<file path="src/rtl/stream_mux_rr.sv">
// N-channel packet stream multiplexer with an internal round-robin or fixed-priority
// arbiter. The grant is held for a whole packet, and the output stage is registered with a valid/ready handshake.
module stream_mux_rr #(
    parameter int NUM_CH = 8,
    parameter int DATA_W = 8,
    parameter int MODE   = 0,
    parameter int SEL_W  = $clog2(NUM_CH)
) (
    input  logic                     clk,
    input  logic                     rst_n,
    input  logic [NUM_CH-1:0]        in_valid,
    input  logic [NUM_CH*DATA_W-1:0] in_data,
    input  logic [NUM_CH-1:0]        in_last,
    output logic [NUM_CH-1:0]        in_ready,
    output logic                     out_valid,
    output logic [DATA_W-1:0]        out_data,
    output logic                     out_last,
    output logic [SEL_W-1:0]         out_ch,
    input  logic                     out_ready,
    output logic                     busy
);

    typedef enum logic {
        ST_IDLE   = 1'b0,
        ST_LOCKED = 1'b1
    } state_t;

    state_t             state_q, state_d;
    logic [SEL_W-1:0]   grant_q, grant_d;
    logic [SEL_W-1:0]   rr_ptr_q, rr_ptr_d;
    logic               out_valid_q, out_valid_d;
    logic [DATA_W-1:0]  out_data_q, out_data_d;
    logic               out_last_q, out_last_d;
    logic [SEL_W-1:0]   out_ch_q, out_ch_d;

    logic               slot_free_s;
    logic               xfer_s;
    logic [DATA_W-1:0]  sel_data_s;
    logic               sel_last_s;
    logic [SEL_W-1:0]   winner_s;

    // First requester after ptr, scanning upward with wrap-around.
    function automatic logic [SEL_W-1:0] rr_pick(input logic [NUM_CH-1:0] req,
                                                 input logic [SEL_W-1:0]  ptr);
        logic [SEL_W-1:0] win;
        logic             found;
        int               idx;
        win   = '0;
        found = 1'b0;
        for (int i = 1; i <= NUM_CH; i++) begin
            idx = (int'(ptr) + i) % NUM_CH;
            if (!found && req[idx]) begin
                win   = SEL_W'(idx);
                found = 1'b1;
            end
        end
        return win;
    endfunction

    function automatic logic [SEL_W-1:0] fp_pick(input logic [NUM_CH-1:0] req);
        logic [SEL_W-1:0] win;
        win = '0;
        for (int i = NUM_CH - 1; i >= 0; i--) begin
            if (req[i]) begin
                win = SEL_W'(i);
            end
        end
        return win;
    endfunction

    assign slot_free_s = ~out_valid_q | out_ready;
    assign sel_data_s  = in_data[grant_q*DATA_W +: DATA_W];
    assign sel_last_s  = in_last[grant_q];
    assign xfer_s      = (state_q == ST_LOCKED) & slot_free_s & in_valid[grant_q];
    assign winner_s    = (MODE == 0) ? rr_pick(in_valid, rr_ptr_q) : fp_pick(in_valid);

    // Only the locked channel may be accepted, and only while the output slot can take a beat.
    always_comb begin
        in_ready = '0;
        if ((state_q == ST_LOCKED) && slot_free_s) begin
            in_ready[grant_q] = 1'b1;
        end else begin
            in_ready = '0;
        end
    end

    // Arbitration FSM plus output-stage load/drain.
    always_comb begin
        state_d     = state_q;
        grant_d     = grant_q;
        rr_ptr_d    = rr_ptr_q;
        out_valid_d = out_valid_q;
        out_data_d  = out_data_q;
        out_last_d  = out_last_q;
        out_ch_d    = out_ch_q;

        case (state_q)
            ST_IDLE: begin
                if (|in_valid) begin
                    grant_d = winner_s;
                    state_d = ST_LOCKED;
                end else begin
                    state_d = ST_IDLE;
                end
            end
            ST_LOCKED: begin
                if (xfer_s && sel_last_s) begin
                    state_d = ST_IDLE;
                    if (MODE == 0) begin
                        rr_ptr_d = grant_q;
                    end else begin
                        rr_ptr_d = rr_ptr_q;
                    end
                end else begin
                    state_d = ST_LOCKED;
                end
            end
            default: begin
                state_d = ST_IDLE;
            end
        endcase

        // A load on the same edge as a drain wins, keeping out_valid high.
        if (xfer_s) begin
            out_valid_d = 1'b1;
            out_data_d  = sel_data_s;
            out_last_d  = sel_last_s;
            out_ch_d    = grant_q;
        end else if (out_valid_q && out_ready) begin
            out_valid_d = 1'b0;
        end else begin
            out_valid_d = out_valid_q;
        end
    end

    // State and output registers; reset aborts any packet in flight.
    always_ff @(posedge clk or negedge rst_n) begin
        if (!rst_n) begin
            state_q     <= ST_IDLE;
            grant_q     <= '0;
            rr_ptr_q    <= SEL_W'(NUM_CH - 1);
            out_valid_q <= 1'b0;
            out_data_q  <= '0;
            out_last_q  <= 1'b0;
            out_ch_q    <= '0;
        end else begin
            state_q     <= state_d;
            grant_q     <= grant_d;
            rr_ptr_q    <= rr_ptr_d;
            out_valid_q <= out_valid_d;
            out_data_q  <= out_data_d;
            out_last_q  <= out_last_d;
            out_ch_q    <= out_ch_d;
        end
    end

    assign out_valid = out_valid_q;
    assign out_data  = out_data_q;
    assign out_last  = out_last_q;
    assign out_ch    = out_ch_q;
    assign busy      = (state_q == ST_LOCKED);

endmodule

</file>
<file path="config.mk">
export PLATFORM = sky130hd
export DESIGN_NAME = stream_mux_rr
export DESIGN_NICKNAME = d
export VERILOG_FILES = /design/src/rtl/stream_mux_rr.sv
export SDC_FILE = /design/constraint.sdc
export NUM_CORES = 1
export LEC_CHECK = 0
export ABC_AREA = 1
export BUFFER_PORTS_ARGS = -buffer_cell sky130_fd_sc_hd__buf_4
export CORE_AREA = 2 2 71 73
export CTS_BUF_LIST = sky130_fd_sc_hd__clkbuf_8 sky130_fd_sc_hd__clkbuf_16
export CTS_CLUSTER_SIZE = 12
export DETAILED_ROUTE_END_ITERATION = 12
export DIE_AREA = 0 0 73 75
export PLACE_DENSITY = 0.81
export SYNTH_ARGS = -nofsm -noshare
export SYNTH_HDL_FRONTEND = slang
export SYNTH_SLANG_ARGS = --single-unit
</file>
<file path="constraint.sdc">
create_clock -name clk -period 2.58 [get_ports clk]
set_clock_uncertainty 0.05 [all_clocks]
set_input_delay 0.387 -clock clk [delete_from_list [all_inputs] [get_ports clk]]
set_output_delay 0.387 -clock clk [all_outputs]
set_load 0.01 [all_outputs]
</file>
==> load_flow_metrics.sql, run 1 <==
INSERT INTO impl_metrics (metric_group, metric, value, unit) VALUES
('worst_setup_path', 'cp_cell_sequence', 'buf_4, ha_1, inv_1, nand2_1, nand2_1, nand3_1, nand2_2, nor2_2, nand4_2, nor2_4, nand3_1, nand2_1, nor2_1, o21ai_2', ''),
('worst_setup_path', 'crit_slowest_cell', 'dfstp_2', ''),
('detailed_routing', 'postRouteAntennaNets', '0', ''),
('finish', 'fin_area', '3020', 'µm²'),
('sta', 'finalSetupViolations', '0', ''),
('sta', 'timing.final.ws_setup', '262', 'ps'),
('floorplanning', 'floorplan.die_area', '5480', 'µm²'),
('detailed_routing', 'firstDrtPassIters', '4', ''),
('pwr', 'powerDensity', '1220', 'nW/µm²'),
('floorplanning', 'chipHeight', '75', 'µm'),
('detailed_routing', 'vias', '2775', ''),
('finish', 'layout_cell_share_with_drive_strength_beyond_1', '33.9', '%'),
('finish', 'seqCellArea', '504', 'µm²'),
('hold_path', 'hold_class', 'in2reg', ''),
('worst_setup_path', 'start_kind', 'flip-flop', ''),
('yosys', 'synth.avg_cell_area', '6.20', 'µm²'),
('worst_setup_path', 'cp-end-kind', 'flip-flop', ''),
('floorplanning', 'core.rowCount', '25', ''),
('sta', 'period_minus_slack', '2320', 'ps'),
('yosys', 'postSynth.asyncResetShare', '100', '%'),
('cts', 'insertion_delay', '260', 'ps'),
('worst_setup_path', 'critPathRequiredTime', '2730', 'ps'),
('placed_design', 'gp_routability_congestion', '0.856', ''),
('global_routing', 'grt_overflow', '0', ''),
('sta', 'worst-slew-pin-transition', '719', 'ps'),
('sta', 'final-max-slew-violation-count', '0', ''),
('yosys', 'postSynthCellCount', '343', ''),
('global_routing', 'grt_antenna_before_repair', '0', ''),
('sta', 'max_freq', '431', 'MHz'),
('worst_setup_path', 'crit_type', 'reg2reg', ''),
('global_routing', 'grt.total_usage', '28.7', '%'),
('placed_design', 'placed_area', '2930', 'µm²'),
('sta', 'final_hold_viol_count', '0', ''),
('sta', 'finalHoldWorstSlack', '247', 'ps'),
('yosys', 'synth_enable_flop_cells', '0', ''),
('pwr', 'vdd.ir_drop.worst', '524', 'µV'),
('floorplanning', 'core_area', '4660', 'µm²'),
('sta', 'timing.final.crit_share', '89.8', '%'),
('worst_setup_path', 'critical_path.max_stage_delay', '540', 'ps'),
('yosys', 'synth-seq-cells', '20', ''),
('global_routing', 'grt_first_pass_wirelength', '12200', 'µm'),
('worst_setup_path', 'timing.critical_path.fanout_max', '11', ''),
('global_routing', 'largest_net_degree_at_the_start_of_global_routing', '38', ''),
('pwr', 'power_leakage', '1.49', 'nW'),
('cts', 'cts_inserted_buffers', '3', ''),
('finish', 'area_growth', '42.1', '%'),
('worst_setup_path', 'cp_data_arrival_time', '2470', 'ps'),
('finish', 'multi_input_comb_area', '1440', 'µm²'),
('global_routing', 'first_global_vias', '2694', ''),
('placed_design', 'buffer_ports.inserted', '104', ''),
('placed_design', 'place_ws', '146', 'ps'),
('detailed_routing', 'post-route-drc-count', '0', ''),
('detailed_routing', 'drt_iter0_markers', '142', ''),
('sta', 'finalSetupTns', '0', 'ps'),
('finish', 'nNetsFinal', '531', ''),
('yosys', 'syn-cell-area', '2130', 'µm²'),
('worst_setup_path', 'crit_buf_inv', '2', ''),
('run', 'cap_violations', '0', ''),
('finish', 'num_antenna_cells', '0', ''),
('cts', 'clk_root_buffer_cell', 'clkbuf_8', ''),
('yosys', 'synth-warning-count', '0', ''),
('placed_design', 'placed_cells', '494', ''),
('floorplanning', 'io_pins', '105', ''),
('finish', 'final_cell_count_no_fill', '499', ''),
('cts', 'cts_max_level', '1', ''),
('detailed_routing', 'drt-total-wl', '7610', 'µm'),
('status', 'outcome', 'completed', ''),
('sta', 'timing.max_slew.rel_slack', '51.7', '%'),
('yosys', 'yosys_most_used_dff', 'dfrtp_1', ''),
('floorplanning', 'floorplan.die.width', '73', 'µm'),
('floorplanning', 'initial_utilization', '45.6', '%'),
('cts', 'clk_pin_slew', '80', 'ps'),
('detailed_routing', 'post_drt_wl_per_cell', '15.3', 'µm'),
('cts', 'ctsLongestPathBuffers', '2', ''),
('finish', 'count_of_fill_cells_added_during_filler_insertion', '446', ''),
('cts', 'cts_tree', 'done', ''),
('yosys', 'syn_nets', '428', ''),
('placed_design', 'dp_hpwl', '6150', 'µm'),
('worst_setup_path', 'cpMostUsedCell', 'nand2_1', ''),
('yosys', 'synth.lib_cells_used.distinct', '39', ''),
('detailed_routing', 'vias_per_cell', '5.56', ''),
('worst_setup_path', 'path_delay_family', 'simple AND/OR/NAND/NOR gates', ''),
('yosys', 'sequential_share_of_the_synthesized_area', '23.7', '%'),
('cts', 'cts.sink_count', '20', '');
==> power breakdown <==
group / switching [mW] / internal, mW / total, mW
Clock: 0.107 / 0.136 / 0.243
Sequential: 0.150 / 0.479 / 0.630
Combinational: 1.76 / 1.06 / 2.82
Total: 2.02 / 1.67 / 3.69
==> final timing paths <==
path	from	to	slack [ps]	depth (start not counted)
max	rr_ptr_q[1]	grant_q[2]	260	14
min	out_ready	out_valid	250	2
max reg2reg	rr_ptr_q[1]	grant_q[2]	260	14
min reg2reg	out_last	out_last	430	2
max in group asynchronous	rst_n	rr_ptr_q[0]	1720	2
min in group asynchronous	rst_n	out_last	490	2
==> flip-flops by register name (all words and copies together) (netlist names) <==
register	count
busy	1
out_last	1
out_data	8
grant_q	3
out_valid	1
rr_ptr_q	3
out_ch	3
==> timing repair <==
action,in CTS,in global routing
resized for setup,0,5
endpoints found under the hold margin,17,0
setup endpoints to repair,0,3
buffers inserted,0,0
hold buffers,1,0
==> metrics by stage <==
| step | util [%] | power [mW] |
|---|---|---|
| 2_1_floorplan | - | 2.58 |
| 3_3_place_gp | 63.0 | 3.35 |
| 3_5_place_dp | 63.0 | 3.38 |
| 4_1_cts | 64.3 | 3.63 |
| 5_1_grt | 64.8 | 4.10 |
| 6_report | 64.8 | 3.69 |
==> layer usage <==
metal / vias to the layer above / track usage [%] / wire length, µm
met5: - / 0 / 0
met4: 0 / 11.3 / 291
met3: 26 / 4.28 / 384
met2: 100 / 54.2 / 4110
met1: 1280 / 32.3 / 2830
li1: 1369 / - / -
==> area by class of cell <==
cell class                 instances  area share (%)
multi-input combinational        282            47.6
tap                               54            2.24
inverter                          25            3.27
timing repair buffer             114            28.4
clock buffer                       4            1.82
sequential                        20            16.7
==> cell families after synthesis <==
kind of cell / Yosys count / share of synthesized area (%)
compound gates: 76 / 21.4
flops: 20 / 23.7
buf+inv: 41 / 9.76
fa+ha+maj: 2 / 1.18
simple gates: 201 / 42.1
xor+xnor: 3 / 1.94
==> placed cells by master (no fill, tap or decap), types with 2 or more instances in the layout <==
cell / netlist / layout
buf_4: 3 / 113
nand2_1: 77 / 77
nor2_1: 62 / 60
o21ai_0: 36 / 36
nand3_1: 36 / 35
dfrtp_1: 17 / 17
inv_1: 16 / 16
a21oi_1: 10 / 10
o21ai_1: 8 / 8
o22ai_1: 8 / 8
inv_2: 7 / 7
nor3_1: 7 / 7
nor2_2: 4 / 6
a41oi_1: 4 / 4
clkbuf_8: 0 / 4
nand2_2: 3 / 3
dfstp_2: 3 / 3
nor4_1: 2 / 2
nor2_4: 2 / 2
inv_4: 2 / 2
nor3_4: 2 / 2
or4_1: 2 / 2
xnor2_2: 2 / 2
a31oi_1: 2 / 2
nand4_1: 2 / 2
a41oi_2: 2 / 2
==> Yosys cell counts (3+ instances only) <==
master,n,area share (%)
a21oi_1,10,2.4
a41oi_1,4,1.6
buf_2,3,0.71
buf_4,3,1.1
buf_6,3,1.6
clkbuf_1,6,1.1
dfrtp_1,17,20
dfstp_2,3,3.7
inv_1,16,2.8
inv_2,7,1.2
nand2_1,77,14
nand2_2,3,0.88
nand3_1,36,8.5
nor2_1,62,11
nor2_2,4,1.2
nor3_1,7,1.6
o21ai_0,36,8.5
o21ai_1,8,1.9
o22ai_1,8,2.4
==> worst reg2reg max path, delay by kind of cell (launching register included) <==
family          cells  cell delay, ps
simple gates       10            1090
flops               1             540
buf+inv             2             260
fa+ha+maj           1             210
compound gates      1              90
No activity file was read; power rests on OpenSTA's default activity.
==> inputs of run 2 (changes only) <==
--- a/config.mk
+++ b/config.mk
@@ -13,6 +13,7 @@
 export DETAILED_ROUTE_END_ITERATION = 12
 export DIE_AREA = 0 0 73 75
 export PLACE_DENSITY = 0.81
+export RECOVER_POWER = 100
 export SYNTH_ARGS = -nofsm -noshare
 export SYNTH_HDL_FRONTEND = slang
 export SYNTH_SLANG_ARGS = --single-unit
==> run 2 against run 1 <==
Net effect:
- combinational power down 5%
- hold slack gained 6.6 ps
- highest routed layer unchanged
- core utilization down 2.0 points
- cell area is 3.0% lower
- die area did not move
- sequential share of layout area is 0.52 points higher
- maximum frequency is 1.2% lower
- final cell count stayed put
- non-clock buffer count is the same
==> load_flow_metrics.sql, run 2 (synthesis gave the netlist of run 1 again) <==
INSERT INTO impl_metrics (metric_group, metric, value, unit) VALUES
('finish', 'num_antenna_cells', '0', ''),
('worst_setup_path', 'rr_worst_depth', '14', ''),
('worst_setup_path', 'critPathRequiredTime', '2140', 'ps'),
('cts', 'clk_pin_slew', '70', 'ps'),
('finish', 'final_cell_count_no_fill', '499', ''),
('cts', 'insertion_delay', '260', 'ps'),
('global_routing', 'grt_antenna_before_repair', '0', ''),
('sta', 'timing.final.ws_setup', '235', 'ps'),
('placed_design', 'buffer_ports.inserted', '104', ''),
('finish', 'layout_commonest_cell', 'buf_4', ''),
('floorplanning', 'core.rowCount', '25', ''),
('placed_design', 'gp_routability_congestion', '0.856', ''),
('status', 'outcome', 'completed', ''),
('finish', 'number_of_flip_flops_in_the_largest_register', '8', ''),
('floorplanning', 'floorplan.die_area', '5480', 'µm²'),
('finish', 'layout_cell_share_with_drive_strength_beyond_1', '28.5', '%'),
('detailed_routing', 'firstDrtPassIters', '4', ''),
('detailed_routing', 'post_drt_wl_per_cell', '15.3', 'µm'),
('global_routing', 'grt.total_usage', '28.7', '%'),
('pwr', 'cell_internal_pwr', '1.55', 'mW'),
('cts', 'cts.sink_count', '20', ''),
('cts', 'clk_root_buffer_cell', 'clkbuf_8', ''),
('placed_design', 'place_ws', '146', 'ps'),
('finish', 'area_growth', '37.8', '%'),
('detailed_routing', 'vias_per_cell', '5.50', ''),
('global_routing', 'first_global_vias', '2694', ''),
('pwr', 'powerDensity', '1210', 'nW/µm²'),
('finish', 'layout.cells.most_common_list', 'buf_4, nand2_1, nor2_1', ''),
('detailed_routing', 'vias', '2745', ''),
('floorplanning', 'io_pins', '105', ''),
('worst_setup_path', 'timing.critical_path.fanout_max', '10', ''),
('floorplanning', 'initial_utilization', '45.6', '%'),
('sta', 'finalSetupViolations', '0', ''),
('finish', 'fin_util', '62.9', '%'),
('sta', 'final-max-slew-violation-count', '0', ''),
('pwr', 'seq_power_share', '17.7', '%'),
('worst_setup_path', 'cp-end-kind', 'primary output', ''),
('cts', 'cts_max_level', '1', ''),
('finish', 'nNetsFinal', '531', ''),
('detailed_routing', 'drt_iter0_markers', '141', ''),
('worst_setup_path', 'start_kind', 'flip-flop', ''),
('cts', 'cts_tree', 'done', ''),
('floorplanning', 'floorplan.die.width', '73', 'µm'),
('hold_path', 'hold_class', 'in2reg', ''),
('pwr', 'vdd.ir_drop.worst', '536', 'µV'),
('run', 'cap_violations', '0', ''),
('detailed_routing', 'post-route-drc-count', '0', ''),
('worst_setup_path', 'crit_type', 'reg2out', ''),
('cts', 'post_cts.repair.setup_buffers', '0', ''),
('global_routing', 'grt_overflow', '0', ''),
('worst_setup_path', 'cp_data_arrival_time', '1910', 'ps'),
('cts', 'cts_inserted_buffers', '3', ''),
('floorplanning', 'core_area', '4660', 'µm²'),
('detailed_routing', 'drt-total-wl', '7650', 'µm'),
('pwr', 'comb_power_share', '75.6', '%'),
('sta', 'timing.max_slew.rel_slack', '22.2', '%'),
('placed_design', 'dp_hpwl', '6150', 'µm'),
('detailed_routing', 'postRouteAntennaNets', '0', ''),
('pwr', 'power_leakage', '1.41', 'nW'),
('sta', 'worst-slew-pin-transition', '1150', 'ps'),
('global_routing', 'grt_first_pass_wirelength', '12200', 'µm'),
('sta', 'timing.final.crit_share', '90.9', '%'),
('sta', 'final_hold_viol_count', '0', ''),
('cts', 'ctsLongestPathBuffers', '2', ''),
('sta', 'max_freq', '426', 'MHz'),
('floorplanning', 'chipHeight', '75', 'µm'),
('pwr', 'power.clock.fraction', '6.7', '%'),
('global_routing', 'largest_net_degree_at_the_start_of_global_routing', '38', ''),
('hold_path', 'holdPathStages', '2', ''),
('sta', 'period_minus_slack', '2350', 'ps'),
('placed_design', 'placed_cells', '494', ''),
('pwr', 'finalPower', '3.56', 'mW'),
('pwr', 'power.net_switching', '2.01', 'mW'),
('pwr', 'sw_ratio', '56.3', '%');
## run 2: power groups by stage
stage	clock network (mW)	registers, mW	logic [mW]
after detailed placement	0	0.629	2.75
after global placement	0	0.633	2.72
after global routing	0.256	0.645	3.06
after floorplan	0	0.606	1.98
after CTS	0.242	0.630	2.75
final	0.238	0.629	2.69
## run 2: worst paths after layout
| kind | start | endpoint | slack, ps |
|---|---|---|---|
| max | grant_q[2] | in_ready[4] | 230 |
| min | out_ready | out_valid | 250 |
| max reg2reg | rr_ptr_q[1] | grant_q[2] | 250 |
| min reg2reg | out_last | out_last | 420 |
| max in group asynchronous | rst_n | busy | 1060 |
| min in group asynchronous | rst_n | out_last | 790 |
## run 2: final cells by class
cell class	instances	area, µm²
fill	471	1730
multi-input combinational	282	1430
timing repair buffer	114	777
sequential	20	504
inverter	25	98.8
tap	54	67.6
clock buffer	4	55.1
## run 2: metrics by stage
stage	setup TNS [ps]	cell area (µm²)	hold slack (ps)
after CTS	0	3000	253
after global routing	-7.24	2930	279
after global placement	0	2930	227
final	0	2930	254
after detailed placement	0	2930	226
after floorplan	0	2130	41.4
## run 2: layer usage
layer,global-route usage [%],up-vias,wire length [µm]
met5,0,-,0
met4,11.3,0,285
met3,4.28,23,436
met2,54.2,111,4110
met1,32.3,1243,2820
li1,-,1368,-
## run 2: repair_timing
item / 4_1_cts / 5_1_grt
hold endpoints to repair: 17 / 0
setup endpoints to repair: 0 / 3
hold buffers: 1 / 0
gates resized for setup: 0 / 5
## run 2: critical path, stage by stage (launching register included)
cell and delay (ps):
dfrtp_1 640, inv_1 130, nor2_1 170, clkbuf_2 250, inv_1 80, nor3_1 190, clkbuf_1 190
==> inputs of run 3 (changes only) <==
--- a/config.mk
+++ b/config.mk
@@ -14,6 +14,7 @@
 export DIE_AREA = 0 0 73 75
 export PLACE_DENSITY = 0.81
 export RECOVER_POWER = 100
+export REMOVE_ABC_BUFFERS = 1
 export SYNTH_ARGS = -nofsm -noshare
 export SYNTH_HDL_FRONTEND = slang
 export SYNTH_SLANG_ARGS = --single-unit
==> run 3 against run 2 <==
Net effect:
- hold slack better by 9.2 ps
- core utilization is 0.54 points higher
- maximum frequency is 5.7% lower
- register-to-register slack worse by 20 ps
- total power is 2.2% higher
- largest cell class unchanged
==> load_flow_metrics.sql, run 3 (synthesis gave the netlist of run 1 again) <==
INSERT INTO impl_metrics (metric_group, metric, value, unit) VALUES
('floorplanning', 'floorplan.die_area', '5480', 'µm²'),
('detailed_routing', 'drt-total-wl', '7660', 'µm'),
('cts', 'cts_tree', 'done', ''),
('finish', 'final_cell_count_no_fill', '502', ''),
('cts', 'ctsLongestPathBuffers', '2', ''),
('status', 'outcome', 'completed', ''),
('sta', 'timing.final.crit_share', '96.4', '%'),
('sta', 'finalSetupViolations', '0', ''),
('floorplanning', 'io_pins', '105', ''),
('pwr', 'powerDensity', '1230', 'nW/µm²'),
('cts', 'clk_pin_slew', '80', 'ps'),
('finish', 'area_growth', '38.9', '%'),
('sta', 'period_minus_slack', '2490', 'ps'),
('sta', 'final_hold_viol_count', '0', ''),
('detailed_routing', 'firstDrtPassIters', '5', ''),
('worst_setup_path', 'cp-end-kind', 'primary output', ''),
('hold_path', 'hold_class', 'in2reg', ''),
('worst_setup_path', 'timing.critical_path.fanout_max', '9', ''),
('cts', 'cts_inserted_buffers', '3', ''),
('run', 'cap_violations', '0', ''),
('global_routing', 'grt_overflow', '0', ''),
('finish', 'layout_cell_share_with_drive_strength_beyond_1', '29.0', '%'),
('finish', 'layout_commonest_cell', 'buf_4', ''),
('detailed_routing', 'vias_per_cell', '5.51', ''),
('sta', 'max_freq', '402', 'MHz'),
('sta', 'final-max-slew-violation-count', '0', ''),
('finish', 'num_antenna_cells', '0', ''),
('detailed_routing', 'post_drt_wl_per_cell', '15.3', 'µm'),
('finish', 'layout.cells.most_common_list', 'buf_4, nand2_1, nor2_1', ''),
('detailed_routing', 'postRouteAntennaNets', '0', ''),
('cts', 'cts_max_level', '1', ''),
('floorplanning', 'core.rowCount', '25', ''),
('finish', 'nNetsFinal', '534', ''),
('worst_setup_path', 'start_kind', 'flip-flop', ''),
('detailed_routing', 'post-route-drc-count', '0', ''),
('pwr', 'power_leakage', '1.44', 'nW'),
('sta', 'rsz_0062_raised_after_global_routing', 'false', ''),
('pwr', 'finalPower', '3.64', 'mW'),
('floorplanning', 'initial_utilization', '45.6', '%'),
('floorplanning', 'floorplan.die.width', '73', 'µm'),
('floorplanning', 'core_area', '4660', 'µm²'),
('sta', 'timing.max_slew.rel_slack', '24.2', '%'),
('global_routing', 'first_global_vias', '2614', ''),
('placed_design', 'placed_cells', '497', ''),
('finish', 'number_of_flip_flops_in_the_largest_register', '8', ''),
('cts', 'insertion_delay', '260', 'ps'),
('cts', 'cts.sink_count', '20', ''),
('cts', 'post_cts.repair.setup_buffers', '0', ''),
('floorplanning', 'chipHeight', '75', 'µm'),
('pwr', 'vdd.ir_drop.worst', '740', 'µV'),
('detailed_routing', 'vias', '2764', ''),
('global_routing', 'grt_antenna_before_repair', '0', ''),
('sta', 'worst-slew-pin-transition', '1140', 'ps'),
('placed_design', 'dp_hpwl', '6220', 'µm'),
('global_routing', 'grt.total_usage', '29.6', '%'),
('placed_design', 'placed_area', '2960', 'µm²'),
('global_routing', 'largest_net_degree_at_the_start_of_global_routing', '30', ''),
('cts', 'clk_root_buffer_cell', 'clkbuf_8', ''),
('worst_setup_path', 'crit_type', 'reg2out', ''),
('placed_design', 'gp_routability_congestion', '0.977', ''),
('placed_design', 'buffer_ports.inserted', '104', ''),
('worst_setup_path', 'critPathRequiredTime', '2140', 'ps'),
('finish', 'fin_area', '2960', 'µm²'),
('global_routing', 'grt_first_pass_wirelength', '12600', 'µm'),
('detailed_routing', 'drt_iter0_markers', '190', ''),
('worst_setup_path', 'cp_data_arrival_time', '2050', 'ps'),
('finish', 'count_of_fill_cells_added_during_filler_insertion', '475', '');
==> run 3: changes by cell type in the layout (fill, tap and decap cells not counted), moves of 2 or more <==
cell      previous run  this run
clkbuf_2             1         3
o21ai_0             41        39
nor2_2               6         4
o21ai_1              3         5
nor2_1              60        63
buf_4               91        94
clkbuf_1            21        18
==> run 3: final timing paths <==
kind | slack [ps] | startpoint | to | depth (start not counted)
worst min-delay path | 260 | out_ready | out_valid | 2
worst min register to register | 440 | out_ch[1] | out_ch[1] | 2
min in group asynchronous | 820 | rst_n | out_data[7] | 2
worst max register to register | 230 | rr_ptr_q[1] | grant_q[1] | 14
max in group asynchronous | 980 | rst_n | out_ch[0] | 2
worst max-delay path | 90 | grant_q[2] | in_ready[5] | 6
==> run 3: per-layer routing <==
metal  routed length [µm]  GRT usage (%)
met4                  251           13.2
met3                  450           3.75
met5                    0              0
met1                 3430           39.5
met2                 3530           48.2
==> run 3: layout make-up <==
cell class	instances	area (µm²)	area share [%]
clock buffers	3	41.3	1.40
flip-flops and latches	20	504	17.1
inverters	25	98.8	3.34
repair buffers	117	806	27.3
well taps	54	67.6	2.29
multi-input cells	282	1410	47.6
clock inverters	1	30.0	1.02
==> run 3: worst max-delay path, stage by stage (launching register included) <==
cell and delay [ps]:
dfrtp_1 610, inv_1 150, nor2_1 260, clkbuf_2 280
inv_1 80, nor3_1 210, clkbuf_4 200
==> run 3: timing repair <==
action,4_1_cts,5_1_grt
endpoints found under the hold margin,17,0
setup endpoints to repair,0,3
gates resized for setup,0,2
hold buffers,1,0
==> run 3: stage by stage <==
| step | setup TNS [ps] | utilization (%) | hold WS, ps | setup slack [ps] |
|---|---|---|---|---|
| finish | 0 | 63.4 | 263 | 93.4 |
| global route | 0 | 63.4 | 262 | 0.108 |
| CTS | 0 | 65.2 | 263 | 130 |
| detailed placement | 0 | 63.4 | 235 | 149 |
| global placement | 0 | 63.4 | 232 | 152 |
| floorplan | -18.2 | - | 41.4 | -16.7 |
==> run 3: report_power, final <==
group	switching, mW	internal, mW	total [mW]
combinational	1.72	0.961	2.68
sequential	0.157	0.478	0.635
clock	0.116	0.207	0.323
total	1.99	1.65	3.64
